<file path="src/rtl/mux_dreg_bank_pkg.sv">
// Shared encodings and helpers for the mux_dreg_bank storage bank.
package mux_dreg_bank_pkg;

  localparam logic [1:0] MODE_HOLD  = 2'b00;
  localparam logic [1:0] MODE_LOAD  = 2'b01;
  localparam logic [1:0] MODE_SHIFT = 2'b10;
  localparam logic [1:0] MODE_ROT   = 2'b11;

  // Per-cell next-value source select.
  localparam logic [1:0] SEL_HOLD  = 2'd0;
  localparam logic [1:0] SEL_LOAD  = 2'd1;
  localparam logic [1:0] SEL_CHAIN = 2'd2;

  function automatic int unsigned ch_lsb(input int unsigned ch, input int unsigned width);
    return ch * width;
  endfunction

endpackage

</file>
<file path="src/rtl/mux_dreg_cell.sv">
// One WIDTH-bit storage word with a hold / load / chain next-value mux.
module mux_dreg_cell
  import mux_dreg_bank_pkg::*;
#(
  parameter int unsigned      WIDTH     = 8,
  parameter logic [WIDTH-1:0] RESET_VAL = '0
) (
  input  logic             clk,
  input  logic             rst_n,
  input  logic [1:0]       sel,
  input  logic [WIDTH-1:0] load_data,
  input  logic [WIDTH-1:0] chain_data,
  output logic [WIDTH-1:0] q
);

  logic [WIDTH-1:0] word_d, word_q;

  always_comb begin
    word_d = word_q;
    case (sel)
      SEL_LOAD:  word_d = load_data;
      SEL_CHAIN: word_d = chain_data;
      default:   word_d = word_q;
    endcase
  end

  always_ff @(posedge clk or negedge rst_n) begin
    if (!rst_n) begin
      word_q <= RESET_VAL;
    end else begin
      word_q <= word_d;
    end
  end

  assign q = word_q;

endmodule

</file>
<file path="src/rtl/mux_dreg_bank.sv">
// Bank of CHANNELS clocked words with hold, masked load, shift and rotate modes.
// Define MUX_DREG_BANK_UPD_CNT_EN to add the saturating upd_cnt output.
module mux_dreg_bank
  import mux_dreg_bank_pkg::*;
#(
  parameter int unsigned      WIDTH     = 8,
  parameter int unsigned      CHANNELS  = 4,
  parameter logic [WIDTH-1:0] RESET_VAL = '0,
  parameter int unsigned      CNT_W     = 8
) (
  input  logic                      clk,
  input  logic                      rst_n,
  input  logic                      en,
  input  logic [1:0]                mode,
  input  logic [CHANNELS-1:0]       ch_mask,
  input  logic [CHANNELS*WIDTH-1:0] d,
  input  logic [WIDTH-1:0]          ser_in,
  output logic [CHANNELS*WIDTH-1:0] q,
  output logic [WIDTH-1:0]          ser_out,
  output logic                      upd
`ifdef MUX_DREG_BANK_UPD_CNT_EN
  ,
  output logic [CNT_W-1:0]          upd_cnt
`endif
);

  logic accepted;
  logic upd_q;

  always_comb begin
    accepted = 1'b0;
    if (en) begin
      case (mode)
        MODE_LOAD:  accepted = |ch_mask;
        MODE_SHIFT: accepted = 1'b1;
        MODE_ROT:   accepted = 1'b1;
        default:    accepted = 1'b0;
      endcase
    end
  end

  for (genvar i = 0; i < CHANNELS; i++) begin : g_cell
    logic [1:0]       sel;
    logic [WIDTH-1:0] chain;

    // Channel 0 takes ser_in or wraps the top word; others take their lower neighbour.
    if (i == 0) begin : g_head
      assign chain = (mode == MODE_ROT) ? q[ch_lsb(CHANNELS - 1, WIDTH) +: WIDTH] : ser_in;
    end else begin : g_body
      assign chain = q[ch_lsb(i - 1, WIDTH) +: WIDTH];
    end

    always_comb begin
      sel = SEL_HOLD;
      if (en) begin
        case (mode)
          MODE_LOAD:  sel = ch_mask[i] ? SEL_LOAD : SEL_HOLD;
          MODE_SHIFT: sel = SEL_CHAIN;
          MODE_ROT:   sel = SEL_CHAIN;
          default:    sel = SEL_HOLD;
        endcase
      end
    end

    mux_dreg_cell #(
      .WIDTH     (WIDTH),
      .RESET_VAL (RESET_VAL)
    ) u_cell (
      .clk        (clk),
      .rst_n      (rst_n),
      .sel        (sel),
      .load_data  (d[ch_lsb(i, WIDTH) +: WIDTH]),
      .chain_data (chain),
      .q          (q[ch_lsb(i, WIDTH) +: WIDTH])
    );
  end

  assign ser_out = q[ch_lsb(CHANNELS - 1, WIDTH) +: WIDTH];

  always_ff @(posedge clk or negedge rst_n) begin
    if (!rst_n) begin
      upd_q <= 1'b0;
    end else begin
      upd_q <= accepted;
    end
  end

  assign upd = upd_q;

`ifdef MUX_DREG_BANK_UPD_CNT_EN
  logic [CNT_W-1:0] cnt_q;

  always_ff @(posedge clk or negedge rst_n) begin
    if (!rst_n) begin
      cnt_q <= '0;
    end else if (accepted && (cnt_q != {CNT_W{1'b1}})) begin
      cnt_q <= cnt_q + CNT_W'(1);
    end
  end

  assign upd_cnt = cnt_q;
`endif

endmodule

</file>
<file path="config.mk">
export PLATFORM = sky130hd
export DESIGN_NAME = mux_dreg_bank
export DESIGN_NICKNAME = d
export VERILOG_FILES = /design/src/rtl/mux_dreg_bank_pkg.sv /design/src/rtl/mux_dreg_cell.sv /design/src/rtl/mux_dreg_bank.sv
export SDC_FILE = /design/constraint.sdc
export NUM_CORES = 1
export LEC_CHECK = 0
export CORE_MARGIN = 5
export CORE_UTILIZATION = 30
export DETAILED_ROUTE_END_ITERATION = 7
export PLACE_DENSITY = 0.62
export SLEW_MARGIN = 10
export SYNTH_ARGS = -nofsm -noshare
export SYNTH_HDL_FRONTEND = slang
export SYNTH_HIERARCHICAL = 1
export SYNTH_SLANG_ARGS = --single-unit
</file>
<file path="constraint.sdc">
create_clock -name clk -period 0.98 [get_ports clk]
set_input_delay 0.147 -clock clk [delete_from_list [all_inputs] [get_ports clk]]
set_output_delay 0.147 -clock clk [all_outputs]
set_load 0.01 [all_outputs]
</file>
==> metrics.log <==
INFO  metric buffer_ports.inserted = 89
INFO  metric fin_worst_skew = approximately 0.0011 ns
INFO  metric run_status = finished with violations
INFO  metric avgSynthCellArea = 10.5 um2
INFO  metric core_area = approximately 5900 um2
INFO  metric synth_seq_area_share = 0.461
INFO  metric synth-warning-count = 6
INFO  metric instances_no_fill = between 300 and 400
INFO  metric floorplan.rows = 28
INFO  metric totalWireLength = between 5000 and 6000 um
INFO  metric route.detailed.vias_per_inst = 4.39
INFO  metric synth_top_family_by_area = multiplexers
INFO  metric tightest_slew = ~0.38 ns
INFO  metric clk_sinks = 33
INFO  metric htree_levels = 2
INFO  metric final_antenna_net_count = 0
INFO  metric yosys-top-cells-area = sky130_fd_sc_hd__dfrtp_1, sky130_fd_sc_hd__mux2i_1, sky130_fd_sc_hd__o21ai_1, sky130_fd_sc_hd__nand2_1, sky130_fd_sc_hd__buf_6
INFO  metric crit_chain = buf_6 > and3b_2 > and2_4 > inv_2 > ha_4 > mux2i_1 > o21ai_1
INFO  metric total_instance_count_after_detailed_placement = between 300 and 400
INFO  metric detail_route.drc_violations = 0
INFO  metric power_leakage = 1.42 nW
INFO  metric syn2layout_area_growth = 66.7%
INFO  metric postLayoutSetupSlackWorst = -0.0771 ns
INFO  metric finalHoldViolations = 0
INFO  metric layout.core_utilization = 0.511
INFO  metric post-layout-total-power = ~4.6 mW
INFO  metric grt_max_degree = 17
INFO  metric grt_antenna_before_repair = 0
INFO  metric timing.hold.worst.class = in2reg
INFO  metric final_layout_size_suffix_gt1_frac = 0.431
INFO  metric register_area = ~830 um2
INFO  metric synthAdderAreaFrac = 0.0279
INFO  metric fmax = approximately 950 MHz
INFO  metric cp-start-kind = primary input
INFO  metric min_period_over_period = 1.08
INFO  metric grt_pass1_wl = between 8000 and 9000 um
INFO  metric synth-edff-count = 0
INFO  metric gp_congestion = 0.723
INFO  metric synthFlopType = sky130_fd_sc_hd__dfrtp_1
INFO  metric synth_compound_gate_area_share = 0.0942
INFO  metric xor_xnor_share_of_the_synthesized_area = 0
INFO  metric slew_headroom = 0.748
INFO  metric crit_fanout = 8
INFO  metric clock_root_buffer = sky130_fd_sc_hd__clkbuf_8
INFO  metric design.portCount = 90
INFO  metric design.die.area = 7620 um2
INFO  metric drt_pass1_iterations = 4
INFO  metric cp_slowest_stage_delay = 0.23 ns
INFO  metric placed_instance_area = 2880 um2
INFO  metric multi_input_comb_area = about 900 um2
INFO  metric drt-initial-drc-count = slightly above 60
INFO  metric numCtsBuffers = 5
INFO  metric path_delay_family = simple AND/OR/NAND/NOR gates
INFO  metric die_width = 87.3 um
INFO  metric postSynthCellCount = 170
INFO  metric start_util = 0.306
INFO  metric tritoncts = yes
INFO  metric dpl_hpwl = approximately 4300 um
INFO  metric detailedPlace.worstSlack = -0.753 ns
INFO  metric timing.final.setup_violations = 34
INFO  metric netlist.top_cell.by_area = sky130_fd_sc_hd__dfrtp_1
INFO  metric synth_mux_area_frac = 0.229
INFO  metric worst_path_required = around 1.1 ns
INFO  metric post_synth_net_total = between 200 and 250
INFO  metric synthDominantCellAreaShare = 0.461
INFO  metric diodes_inserted = 0
INFO  metric crit_path_top_delay_cell = sky130_fd_sc_hd__and3b_2
INFO  metric unrepaired_setup_endpoints_after_global_routing = yes
INFO  metric fillers = 539
INFO  metric slew_viol_final = 0
INFO  metric grt-ovfl-total = 0
INFO  metric synthDistinctLibCells = 14
INFO  metric ir_drop = between 0.0006 and 0.0007 V
INFO  metric drv.max_cap_violation_count = 0
INFO  metric design.final.nets = about 340
INFO  metric synth_simple_gate_area_frac = 0.0963
INFO  metric dieHeight = approximately 87 um
INFO  metric final_cell_area = 2990 um2
INFO  metric clk_pin_slew_worst_paths = around 0.060 ns
INFO  metric yosys_register_bits = 33
INFO  metric async_flop_share = 1.00
INFO  metric vias = approximately 1600
INFO  metric max-clock-path-buffers = 2
INFO  metric grt.total_usage = 0.138
INFO  metric critical_path.n_buffers_inverters = 2
INFO  metric fin_crit = about 1.1 ns
INFO  metric via_count_of_the_first_global_routing_pass = approximately 1600
INFO  metric clock_latency_late_sink = between 0.2 and 0.3 ns
INFO  metric violations = setup timing
INFO  metric p_per_area = 1530 nW/um2
INFO  metric route.detailed.wl_per_inst = between 10 and 15 um
INFO  metric worst_ep_arrival_time = ~1.2 ns
INFO  metric setup.worst_path.end_class = register
INFO  metric netlist_area = roughly 1800 um2
INFO  metric synthTopCellsByCount = sky130_fd_sc_hd__dfrtp_1, sky130_fd_sc_hd__nand2_1, sky130_fd_sc_hd__mux2i_1, sky130_fd_sc_hd__o21ai_1
INFO  metric critPathKind = in2reg
==> where the power goes <==
| part | switching, mW | leakage, nW | total (mW) | internal (mW) |
|---|---|---|---|---|
| Combinational | 0.784 | 0.963 | 1.80 | 1.01 |
| Sequential | 0.163 | 0.410 | 1.78 | 1.61 |
| Clock | 0.449 | 0.0443 | 1.01 | 0.557 |
==> placed cells by master, fill, tap and decap left out, drive strengths merged, types with 4 or more instances in the layout <==
cell and instances:
o21ai 32, ha 4, clkbuf 7, nand2 33, inv 4, buf 82
dfrtp 33, mux2 8, dlygate4sd2 4, clkdlybuf4s50 40, and2 5, mux2i 32
==> worst paths after layout <==
kind,start,endpoint,cells after the start,slack [ns]
setup / recovery,en,g_cell[0].u_cell/q[2],7,-0.08
hold / removal,mode[0],upd,2,0.11
setup reg to reg,g_cell[3].u_cell/q[2],g_cell[0].u_cell/q[2],3,-0.06
hold reg to reg,g_cell[0].u_cell/q[6],g_cell[0].u_cell/q[6],2,0.53
max in group asynchronous,rst_n,g_cell[0].u_cell/q[7],3,0.22
min in group asynchronous,rst_n,g_cell[1].u_cell/q[5],2,0.33
==> state kept, by name (all words and copies together), names as in the netlist <==
register,flops
g_cell.u_cell/q,32
upd,1
==> logic make-up (layout without fill, tap and decap cells) <==
family                     after synthesis  after routing
AOI/OAI and AO/OA                       33             33
adders and majority gates                4              4
buffers and inverters                   20            138
DFF                                     33             33
muxes                                   40             40
and+or+nand+nor                         40             40
==> through the flow <==
stage / setup TNS (ns) / hold WS (ns)
6_report: -1.41 / 0.111
2_1_floorplan: -4.73 / -0.149
4_1_cts: -1.21 / 0.0929
5_1_grt: -3.41 / 0.109
3_5_place_dp: -26.03 / 0.0843
3_3_place_gp: -24.49 / 0.0839
==> metal layers <==
layer / up-vias / global-route usage / share of wire
met3: 4 / 0.0360 / 0.058
met2: 45 / 0.227 / 0.49
met4: 0 / 0.0377 / 0.0082
met5: - / 0 / 0
li1: 819 / - / -
met1: 727 / 0.179 / 0.44
==> what timing repair did <==
item / in CTS / in global routing
hold buffers: 1 / 0
buffers inserted: 2 / 11
resized for setup: 190 / 26
endpoints found under the setup margin: 74 / 57
hold endpoints to repair: 13 / 0
pin swaps: 6 / 9
==> final cells by class <==
class	instances	share of cell area
multi-input cells	117	0.310
inverters	4	0.00753
repair buffers	127	0.346
clock buffers	7	0.0289
well taps	75	0.0314
flip-flops and latches	33	0.276
Power figures use the tool's default switching activity.
